**config.mk**
```make
export PLATFORM = sky130hd
export DESIGN_NAME = mac_acc_tc_32_flat
export DESIGN_NICKNAME = d
export VERILOG_FILES = /design/src/rtl/mac_acc_tc_32_pkg.sv /design/src/rtl/mac_acc_tc_32_if.sv /design/src/rtl/mac_acc_tc_32_sat_add.sv /design/src/rtl/mac_acc_tc_32.sv /design/src/flat_wrapper.sv
export SDC_FILE = /design/constraint.sdc
export NUM_CORES = 1
export LEC_CHECK = 0
export ABC_AREA = 1
export CORE_ASPECT_RATIO = 1.5
export CORE_MARGIN = 3
export CORE_UTILIZATION = 50
export DETAILED_ROUTE_END_ITERATION = 6
export HOLD_SLACK_MARGIN = 0.12
export PLACE_DENSITY = 0.75
export SYNTH_ARGS = -nofsm -noshare
export SYNTH_HDL_FRONTEND = slang
export SYNTH_SLANG_ARGS = --single-unit
```
**constraint.sdc**
```tcl
create_clock -name clk -period 2.85 [get_ports clk]
set_input_delay 0.57 -clock clk [delete_from_list [all_inputs] [get_ports clk]]
set_output_delay 0.57 -clock clk [all_outputs]
set_load 0.05 [all_outputs]
```
**src/rtl/mac_acc_tc_32_pkg.sv**
```systemverilog
// Shared types for the signed multiply-accumulate back end.
package mac_acc_pkg;

    typedef enum logic [1:0] {
        ST_IDLE = 2'd0,
        ST_ACC  = 2'd1,
        ST_DONE = 2'd2
    } state_t;

    localparam int PROD_W = 32;

endpackage

```
**src/rtl/mac_acc_tc_32_if.sv**
```systemverilog
// Term-in / result-out handshake bundle for mac_acc_tc_32.
interface mac_acc_tc_32_if #(
    parameter int ACC_W = 40
);
    logic                                    start;
    logic                                    in_valid;
    logic                                    in_ready;
    logic signed [mac_acc_pkg::PROD_W-1:0]   product;
    logic                                    out_valid;
    logic                                    out_ready;
    logic signed [ACC_W-1:0]                 acc;
    logic                                    sat;

    modport master (
        output start, in_valid, product, out_ready,
        input  in_ready, out_valid, acc, sat
    );

    modport slave (
        input  start, in_valid, product, out_ready,
        output in_ready, out_valid, acc, sat
    );
endinterface

```
**src/rtl/mac_acc_tc_32_sat_add.sv**
```systemverilog
// Signed saturating adder: ACC_W accumulator plus ACC_W+1 sign-extended term.
// Purely combinational; clamps to the ACC_W signed range and flags overflow.
module sat_add #(
    parameter int ACC_W = 40
) (
    input  logic signed [ACC_W-1:0] a_i,
    input  logic signed [ACC_W:0]   b_i,
    output logic signed [ACC_W-1:0] sum_o,
    output logic                    ovf_o
);
    localparam logic [ACC_W-1:0] MAX_V = {1'b0, {(ACC_W-1){1'b1}}};
    localparam logic [ACC_W-1:0] MIN_V = {1'b1, {(ACC_W-1){1'b0}}};

    logic signed [ACC_W:0] wide;

    // Term fits in ACC_W bits, so the ACC_W+1 sum never wraps; the top two
    // bits disagreeing is exactly the out-of-range condition.
    assign wide  = {a_i[ACC_W-1], a_i} + b_i;
    assign ovf_o = wide[ACC_W] ^ wide[ACC_W-1];

    always_comb begin
        sum_o = wide[ACC_W-1:0];
        if (ovf_o) begin
            sum_o = wide[ACC_W] ? MIN_V : MAX_V;
        end
    end
endmodule

```
**src/rtl/mac_acc_tc_32.sv**
```systemverilog
// Dot-product engine: sums N_TERMS signed 32-bit terms into a saturating accumulator.
// One term per cycle; result held in DONE until out_ready, start+out_ready chains the next run.
module mac_acc_tc_32
    import mac_acc_pkg::*;
#(
    parameter int N_TERMS = 16,
    parameter int ACC_W   = 40
) (
    input  logic           clk,
    input  logic           rst,
    mac_acc_tc_32_if.slave bus
);
    localparam int CNT_W = $clog2(N_TERMS + 1);

    state_t                  state_q;
    logic [CNT_W-1:0]        cnt_q;
    logic [CNT_W-1:0]        cnt_d;
    logic signed [ACC_W-1:0] acc_q;
    logic signed [ACC_W-1:0] acc_d;
    logic                    sat_q;
    logic                    sat_d;
    logic                    in_ready_q;
    logic                    out_valid_q;
    logic                    ovf;
    logic signed [ACC_W:0]   prod_ext;

    assign prod_ext = {{(ACC_W + 1 - PROD_W){bus.product[PROD_W-1]}}, bus.product};

    sat_add #(
        .ACC_W (ACC_W)
    ) u_sat_add (
        .a_i   (acc_q),
        .b_i   (prod_ext),
        .sum_o (acc_d),
        .ovf_o (ovf)
    );

    assign cnt_d = cnt_q + CNT_W'(1);
    assign sat_d = sat_q | ovf;

    // Handshake outputs are flops that change only with state_q.
    always_ff @(posedge clk or posedge rst) begin
        if (rst) begin
            state_q     <= ST_IDLE;
            cnt_q       <= '0;
            acc_q       <= '0;
            sat_q       <= 1'b0;
            in_ready_q  <= 1'b0;
            out_valid_q <= 1'b0;
        end else begin
            case (state_q)
                ST_IDLE: begin
                    if (bus.start) begin
                        state_q    <= ST_ACC;
                        cnt_q      <= '0;
                        acc_q      <= '0;
                        sat_q      <= 1'b0;
                        in_ready_q <= 1'b1;
                    end
                end
                ST_ACC: begin
                    if (bus.in_valid) begin
                        acc_q <= acc_d;
                        sat_q <= sat_d;
                        cnt_q <= cnt_d;
                        if (cnt_d == CNT_W'(N_TERMS)) begin
                            state_q     <= ST_DONE;
                            in_ready_q  <= 1'b0;
                            out_valid_q <= 1'b1;
                        end
                    end
                end
                ST_DONE: begin
                    if (bus.out_ready) begin
                        out_valid_q <= 1'b0;
                        if (bus.start) begin
                            state_q    <= ST_ACC;
                            cnt_q      <= '0;
                            acc_q      <= '0;
                            sat_q      <= 1'b0;
                            in_ready_q <= 1'b1;
                        end else begin
                            state_q <= ST_IDLE;
                        end
                    end
                end
                default: begin
                    state_q     <= ST_IDLE;
                    in_ready_q  <= 1'b0;
                    out_valid_q <= 1'b0;
                end
            endcase
        end
    end

    assign bus.in_ready  = in_ready_q;
    assign bus.out_valid = out_valid_q;
    assign bus.acc       = acc_q;
    assign bus.sat       = sat_q;
endmodule

```
**src/flat_wrapper.sv**
```systemverilog
// flat-port wrapper written by rule: the top's interface ports become plain ports
module mac_acc_tc_32_flat import mac_acc_pkg::*;
#(
    parameter int N_TERMS = 16,
    parameter int ACC_W   = 40
)
  (clk, rst, bus_start, bus_in_valid, bus_product, bus_out_ready, bus_in_ready, bus_out_valid, bus_acc, bus_sat);
  mac_acc_tc_32_if #(.ACC_W(ACC_W)) bus_i ();
  input  logic clk;
  input  logic rst;
  input wire logic [$bits(bus_i.start)-1:0] bus_start;
  input wire logic [$bits(bus_i.in_valid)-1:0] bus_in_valid;
  input wire logic [$bits(bus_i.product)-1:0] bus_product;
  input wire logic [$bits(bus_i.out_ready)-1:0] bus_out_ready;
  output wire logic [$bits(bus_i.in_ready)-1:0] bus_in_ready;
  output wire logic [$bits(bus_i.out_valid)-1:0] bus_out_valid;
  output wire logic [$bits(bus_i.acc)-1:0] bus_acc;
  output wire logic [$bits(bus_i.sat)-1:0] bus_sat;
  assign bus_i.start = bus_start;
  assign bus_i.in_valid = bus_in_valid;
  assign bus_i.product = bus_product;
  assign bus_i.out_ready = bus_out_ready;
  assign bus_in_ready = bus_i.in_ready;
  assign bus_out_valid = bus_i.out_valid;
  assign bus_acc = bus_i.acc;
  assign bus_sat = bus_i.sat;
  mac_acc_tc_32 #(.N_TERMS(N_TERMS), .ACC_W(ACC_W)) u_core (.clk(clk), .rst(rst), .bus(bus_i));
endmodule
```
# [Word level (Yosys, flattened, before mapping)]
# Cells that the tools add are included.
[word_totals] wordCells=53 memories=0 out_inout_bits=43 mem_bits_ro=0 latchBits=0 inputBits=37 ramBits=0 reg_bits=50
[classes] shift=0 add_sub_neg=2 div=0 n_reduce_logical=6 magnitude_cmp=0 n_mux=29 n_eq_ne=7 n_bitwise=3 multipliers=0
[ops] cell="$mux W40" n=5
[ops] cell="$pmux W40 S3" n=1
[ops] cell="$add A40 B32 Y41" n=1
[ops] cell="$mux W5" n=3
[ops] cell="$pmux W5 S3" n=1
[ops] cell="$mux W1" n=11
[ops] cell="$pmux W1 S3" n=3
[ops] cell="$mux W2" n=4
[ops] cell="$reduce_and A4 Y1" n=2
[ops] cell="$ne A2 B2 Y1 const B" n=3
[ops] cell="$pmux W2 S3" n=1
[ops] cell="$reduce_and A3 Y1" n=2
[ops] cell="$add A5 B1 Y5 const B" n=1
[ops] cell="$eq A5 B5 Y1 const B" n=1
[ops] cell="$reduce_bool A3 Y1" n=1
[ops] cell="$eq A2 B1 Y1 const B" n=1
[ops] cell="$eq A2 B2 Y1 const B" n=1
[ops] cell="$logic_not A2 Y1" n=1
[ops] cell="$ne A2 B1 Y1 const B" n=1
[ops] cell="$not A1 Y1" n=1
[ops] cell="$or A1 B1 Y1" n=1
[ops] cell="$xor A1 B1 Y1" n=1

# [Longest topological paths before layout]
[logic_depth] depth_word=5 depth_mapped=20 ltp_nobuf=18

# [By module]
# From an unflattened synthesis, not the netlist that was laid out.
[unflattened] hier_cells=866 area_unflattened_um2=5592.9
[modules_own_cells] module="sat_add" n_inst=1 seq_area_each_um2=0.0 cells_each=623 area_each_um2=3468.3
[modules_own_cells] module="mac_acc_tc_32" n_inst=1 seq_area_each_um2=1251.2 cells_each=243 area_each_um2=2124.5

# [Least setup slack after synthesis]
# No wires, ideal clock.
[synth_timing] kind="flip-flop to flip-flop" startpoint="register u_core.acc_q[0], in the netlist u_core.bus.acc[0]" endpoint="register u_core.acc_q[11], in the netlist u_core.bus.acc[11]" path_stages_with_launch=18 t_arrival_ns=2.536 n_path_buf=1 slack_ns=0.191 period_less_slack_ns=2.659 setup_ns=0.123 cell_sequence="dfrtp_1 -> ha_1 -> fa_1 -> nand2_1 -> nand3_1 -> nand3_1 -> nand2_1 -> nand2_1 -> nand3_2 -> nand2_2 -> nand2_2 -> nand2_1 -> nand2_2 -> nand2_4 -> nand2_4 -> buf_4 -> o21ai_0 -> nand2_1"
[synth_between] elab_chain_cells=5 elab_cells_between_ends=6 classes_between="1 x add/sub; 4 x mux; 1 x bitwise"
[synth_rtl] item="from (decl)" line="mac_acc_tc_32.sv:18" text="logic signed [ACC_W-1:0] acc_q;"
[synth_rtl] item="from (signal assigned)" line="mac_acc_tc_32.sv:46" text="acc_q <= '0;"
[synth_rtl] item="from (signal assigned)" line="mac_acc_tc_32.sv:56" text="acc_q <= '0;"
[synth_rtl] item="from (signal assigned)" line="mac_acc_tc_32.sv:63" text="acc_q <= acc_d;"
[synth_rtl] item="$add A40 B32 Y41 (*)" line="mac_acc_tc_32_sat_add.sv:18" text="assign wide = {a_i[ACC_W-1], a_i} + b_i;"
[synth_rtl] item="$mux W40 or $xor A1 B1 Y1 (tied branches)" line="mac_acc_tc_32_sat_add.sv:24, mac_acc_tc_32_sat_add.sv:19"
[synth_rtl] item="$mux W40 (*)" line="mac_acc_tc_32_sat_add.sv:23" text="if (ovf_o) begin"
[synth_rtl] item="$mux W40 (*)" line="mac_acc_tc_32.sv:62" text="if (bus.in_valid) begin"
[synth_rtl] item="$pmux W40 S3 (*)" line="mac_acc_tc_32.sv:51" text="case (state_q)"
# Every way passes the cells marked *; elsewhere a longest branch is shown, timed or not. The select of a mux whose other input is x is not followed.
# A chain may end at the register's enable or synchronous reset.

# [Worst setup path in the final report]
[layout_timing] startpoint="input port bus_product[21]" endpoint="register u_core.acc_q[12], in the netlist u_core.bus.acc[12]"
[layout_between] elab_chain_cells=5 elab_cells_between_ends=6 classes_between="1 x add/sub; 4 x mux; 1 x bitwise"
[layout_rtl] item="from (decl)" line="flat_wrapper.sv:13" text="input wire logic [$bits(bus_i.product)-1:0] bus_product;"
[layout_rtl] item="$add A40 B32 Y41 (*)" line="mac_acc_tc_32_sat_add.sv:18"
[layout_rtl] item="$mux W40 or $xor A1 B1 Y1 (tied branches)" line="mac_acc_tc_32_sat_add.sv:24, mac_acc_tc_32_sat_add.sv:19"
[layout_rtl] item="$mux W40 (*)" line="mac_acc_tc_32_sat_add.sv:23"
[layout_rtl] item="$mux W40 (*)" line="mac_acc_tc_32.sv:62"
[layout_rtl] item="$pmux W40 S3 (*)" line="mac_acc_tc_32.sv:51"
# Marks and branches as above.

==> flow_summary_export.csv <==
group,metric,value,unit
clock_network,clk_latency,0.31,ns
sta,finClkSkew,0.0139,ns
critical_path,worstSetupEndpointType,"flop",
drt,vias,6279,
critical_path,cpMaxStageDelayCell,"clkdlybuf4s50_1",
critical_path,rrSetupSlack,0.14,ns
clock_network,clk_pin_slew,0.07,ns
floorplanning,core_area,0.00974,mm²
sta,rsz0062_at_grt,"true",
critical_path,cpMostUsedCell,"nand2_1",
yosys,synth_top_flop_cell,"dfrtp_1",
hold_path,hp-class,"flop to flop",
clock_network,clock-sinks,50,
floorplanning,start_util,0.514,
yosys,yosys_warnings,0,
drt,via_per_inst,5.53,
floorplanning,die_x,87.7,µm
sta,report.final.setup_viol,2,
floorplanning,rows,44,
job,cap_viol_max_count,0,
placement,io_buffers,79,
cells_and_area,nFillCells,650,
sta,layout_setup_ws,-0.0543,ns
yosys,synthAdderAreaFrac,0.106,
yosys,synth_area_per_cell,6.43,µm²
drt,wl,20.0,mm
clock_network,cts_tree,"yes",
yosys,synthXorXnorAreaFrac,0.0507,
sta,hold_violations,0,
yosys,synth_compound_area_frac,0.136,
critical_path,cp_cell_sequence,"clkdlybuf4s50_1, ha_4, nand2_4, inv_1, nand2_1, nand2_1, a21oi_2, nand3_2, nand2_2, nand2_2, nand2_1, nand2_2, nand2_4, buf_12, nand2_8, o21ai_0, nand2_1",
sta,post-route-min-period,2.90,ns
cells_and_area,final_common_cell,"nand2_1",
hold_path,holdPathStages,1,
yosys,synth-seq-cells,50,
grt,antenna_found_initial,0,
critical_path,crit_buf_inv,3,
cells_and_area,area_growth,55.0,%
drt,routedWlPerCell,17.6,µm
yosys,synth_top_family_by_area,"simple AND/OR/NAND/NOR gates",
yosys,seq_area_frac_synth,0.250,
outcome,status,"finished with violations",
outcome,violations,"setup timing",
critical_path,crit_family,"simple AND/OR/NAND/NOR gates",
cells_and_area,layout_common_cells,"nand2_1 (268), buf_4 (161), inv_1 (77)",
floorplanning,dieArea,0.0113,mm²
grt,grt_max_degree,28,
drt,drc,0,
clock_network,clock_path_buffers,2,
drt,drt-pass1-iter-count,5,
cells_and_area,antennaDiodeCount,0,
critical_path,crit_fanout,27,
floorplanning,io-pin-count,80,
grt,grt_usage,0.317,
grt,grt_pass1_vias,6190,
critical_path,reg2reg_depth,17,
cells_and_area,finish.net_count,1098,
yosys,syn-cell-area,0.00501,mm²
critical_path,worstSetupPathDepth,17,
yosys,async_flop_share,1.00,
critical_path,arrival,3.08,ns
clock_network,cts_hold_buf,0,
grt,grt_first_pass_wirelength,28.3,mm
placement,gp_congestion,0.991,
sta,tightest_slew,0.577,ns
clock_network,numCtsBuffers,5,
sta,period_share,1.02,
placement,dp_hpwl,14.8,mm
critical_path,criticalPathCategory,"primary input to flop",
sta,slew_headroom,0.615,
cells_and_area,drive_above_1_share,0.270,
clock_network,htreeDepth,2,
drt,drtAntennaViolNets,0,
clock_network,cts_root_buf,"clkbuf_16",
critical_path,crit_required,3.03,ns
critical_path,crit_path_start_kind,"primary input",
yosys,synth-simple-area-share,0.378,
sta,fmax,344,MHz
yosys,netlist-cell-type-count,38,
yosys,synthMuxAreaShare,0,
placement,place_ws,-0.505,ns
drt,drt_iter0_drc,380,
yosys,syn-instance-count,779,
sta,maxSlewViolCount,0,
yosys,synth_fp_nets,858,
critical_path,max_stage_delay,0.56,ns
floorplanning,die_h,129,µm
grt,overflow,0,
yosys,synth_edf_count,0,
==> area by class of cell <==
cell class	count	area [µm²]	share of cell area
clock buffers	5	125	0.0161
repair buffers	245	2110	0.271
clock inverters	3	47.5	0.00612
well taps	115	144	0.0185
inverters	81	307	0.0395
multi-input cells	636	3790	0.487
flip-flops and latches	50	1250	0.161
==> cells by family after synthesis <==
logic type               after synthesis
AND/OR/NAND/NOR                      447
XOR/XNOR                              29
buffers and inverters                 93
adder cells (fa/ha/maj)               42
AO/OA/AOI/OAI                        118
flip-flops                            50
==> Yosys cell counts (8+ instances only) <==
library cell	count	area share
nor3_1	12	0.012
nand2_1	278	0.21
nand3_1	35	0.035
dfrtp_1	50	0.25
nand2_2	13	0.016
nand4_1	9	0.011
inv_1	79	0.059
nand3b_1	10	0.015
o21ai_2	8	0.014
xor2_1	25	0.044
o21bai_1	8	0.012
o21ai_0	43	0.043
a21oi_1	44	0.044
nor2_1	76	0.057
ha_1	41	0.10
==> stage by stage <==
step	utilization	TNS (ns)	instance area (µm²)	std cells	hold slack (ns)
4_1_cts	0.749	0	7300	1125	0.484
5_1_grt	0.797	-2.80	7770	1135	0.506
2_1_floorplan	-	0	5010	779	0.440
3_5_place_dp	0.724	-16.56	7050	1116	0.472
3_3_place_gp	0.724	-13.44	7050	1116	0.449
6_report	0.797	-0.0830	7770	1135	0.488
==> path summary, 6_finish.rpt <==
kind / startpoint / end
hold reg to reg: u_core.state_q[1] / u_core.bus.out_valid
setup reg to reg: u_core.bus.acc[0] / u_core.bus.acc[12]
setup / recovery: bus_product[21] / u_core.bus.acc[12]
hold / removal: u_core.state_q[1] / u_core.bus.out_valid
max in group asynchronous: rst / u_core.bus.acc[34]
min in group asynchronous: rst / u_core.bus.acc[18]
==> layer usage <==
layer | vias up | wire [µm] | share of wire | GRT usage
met5 | - | 0 | 0 | 0
met3 | 120 | 844 | 0.042 | 0.0275
li1 | 2989 | - | - | -
met4 | 0 | 1450 | 0.072 | 0.182
met1 | 2897 | 6970 | 0.35 | 0.326
met2 | 273 | 10700 | 0.54 | 0.605
==> registers in the layout (all words and copies together), names as in the netlist <==
register              cells
u_core.bus.sat            1
u_core.bus.in_ready       1
u_core.bus.out_valid      1
u_core.state_q            2
u_core.bus.acc           40
u_core.cnt_q              5
==> what timing repair did <==
| action | in CTS | in global routing |
|---|---|---|
| setup buffers | 0 | 10 |
| setup endpoints to repair | 39 | 39 |
| pin swaps | 0 | 14 |
| gates resized for setup | 11 | 68 |
| cloned | 1 | 0 |
==> worst reg2reg max path, stage by stage (launching register included) <==
cell and delay (ns):
dfrtp_1 0.44, ha_4 0.21, fa_2 0.37, nand2_2 0.08, nand3_1 0.07, nand3_1 0.09
nand2_2 0.09, nand2_1 0.09, nand3_2 0.10, nand2_2 0.13, nand2_2 0.07, nand2_2 0.06
nand2_2 0.08, nand2_4 0.09, buf_12 0.11, nand2_8 0.16, o21ai_0 0.27, nand2_1 0.09
Power is not shown: default switching activity piles up to over one toggle a cycle in this logic, so the estimate is an artifact.
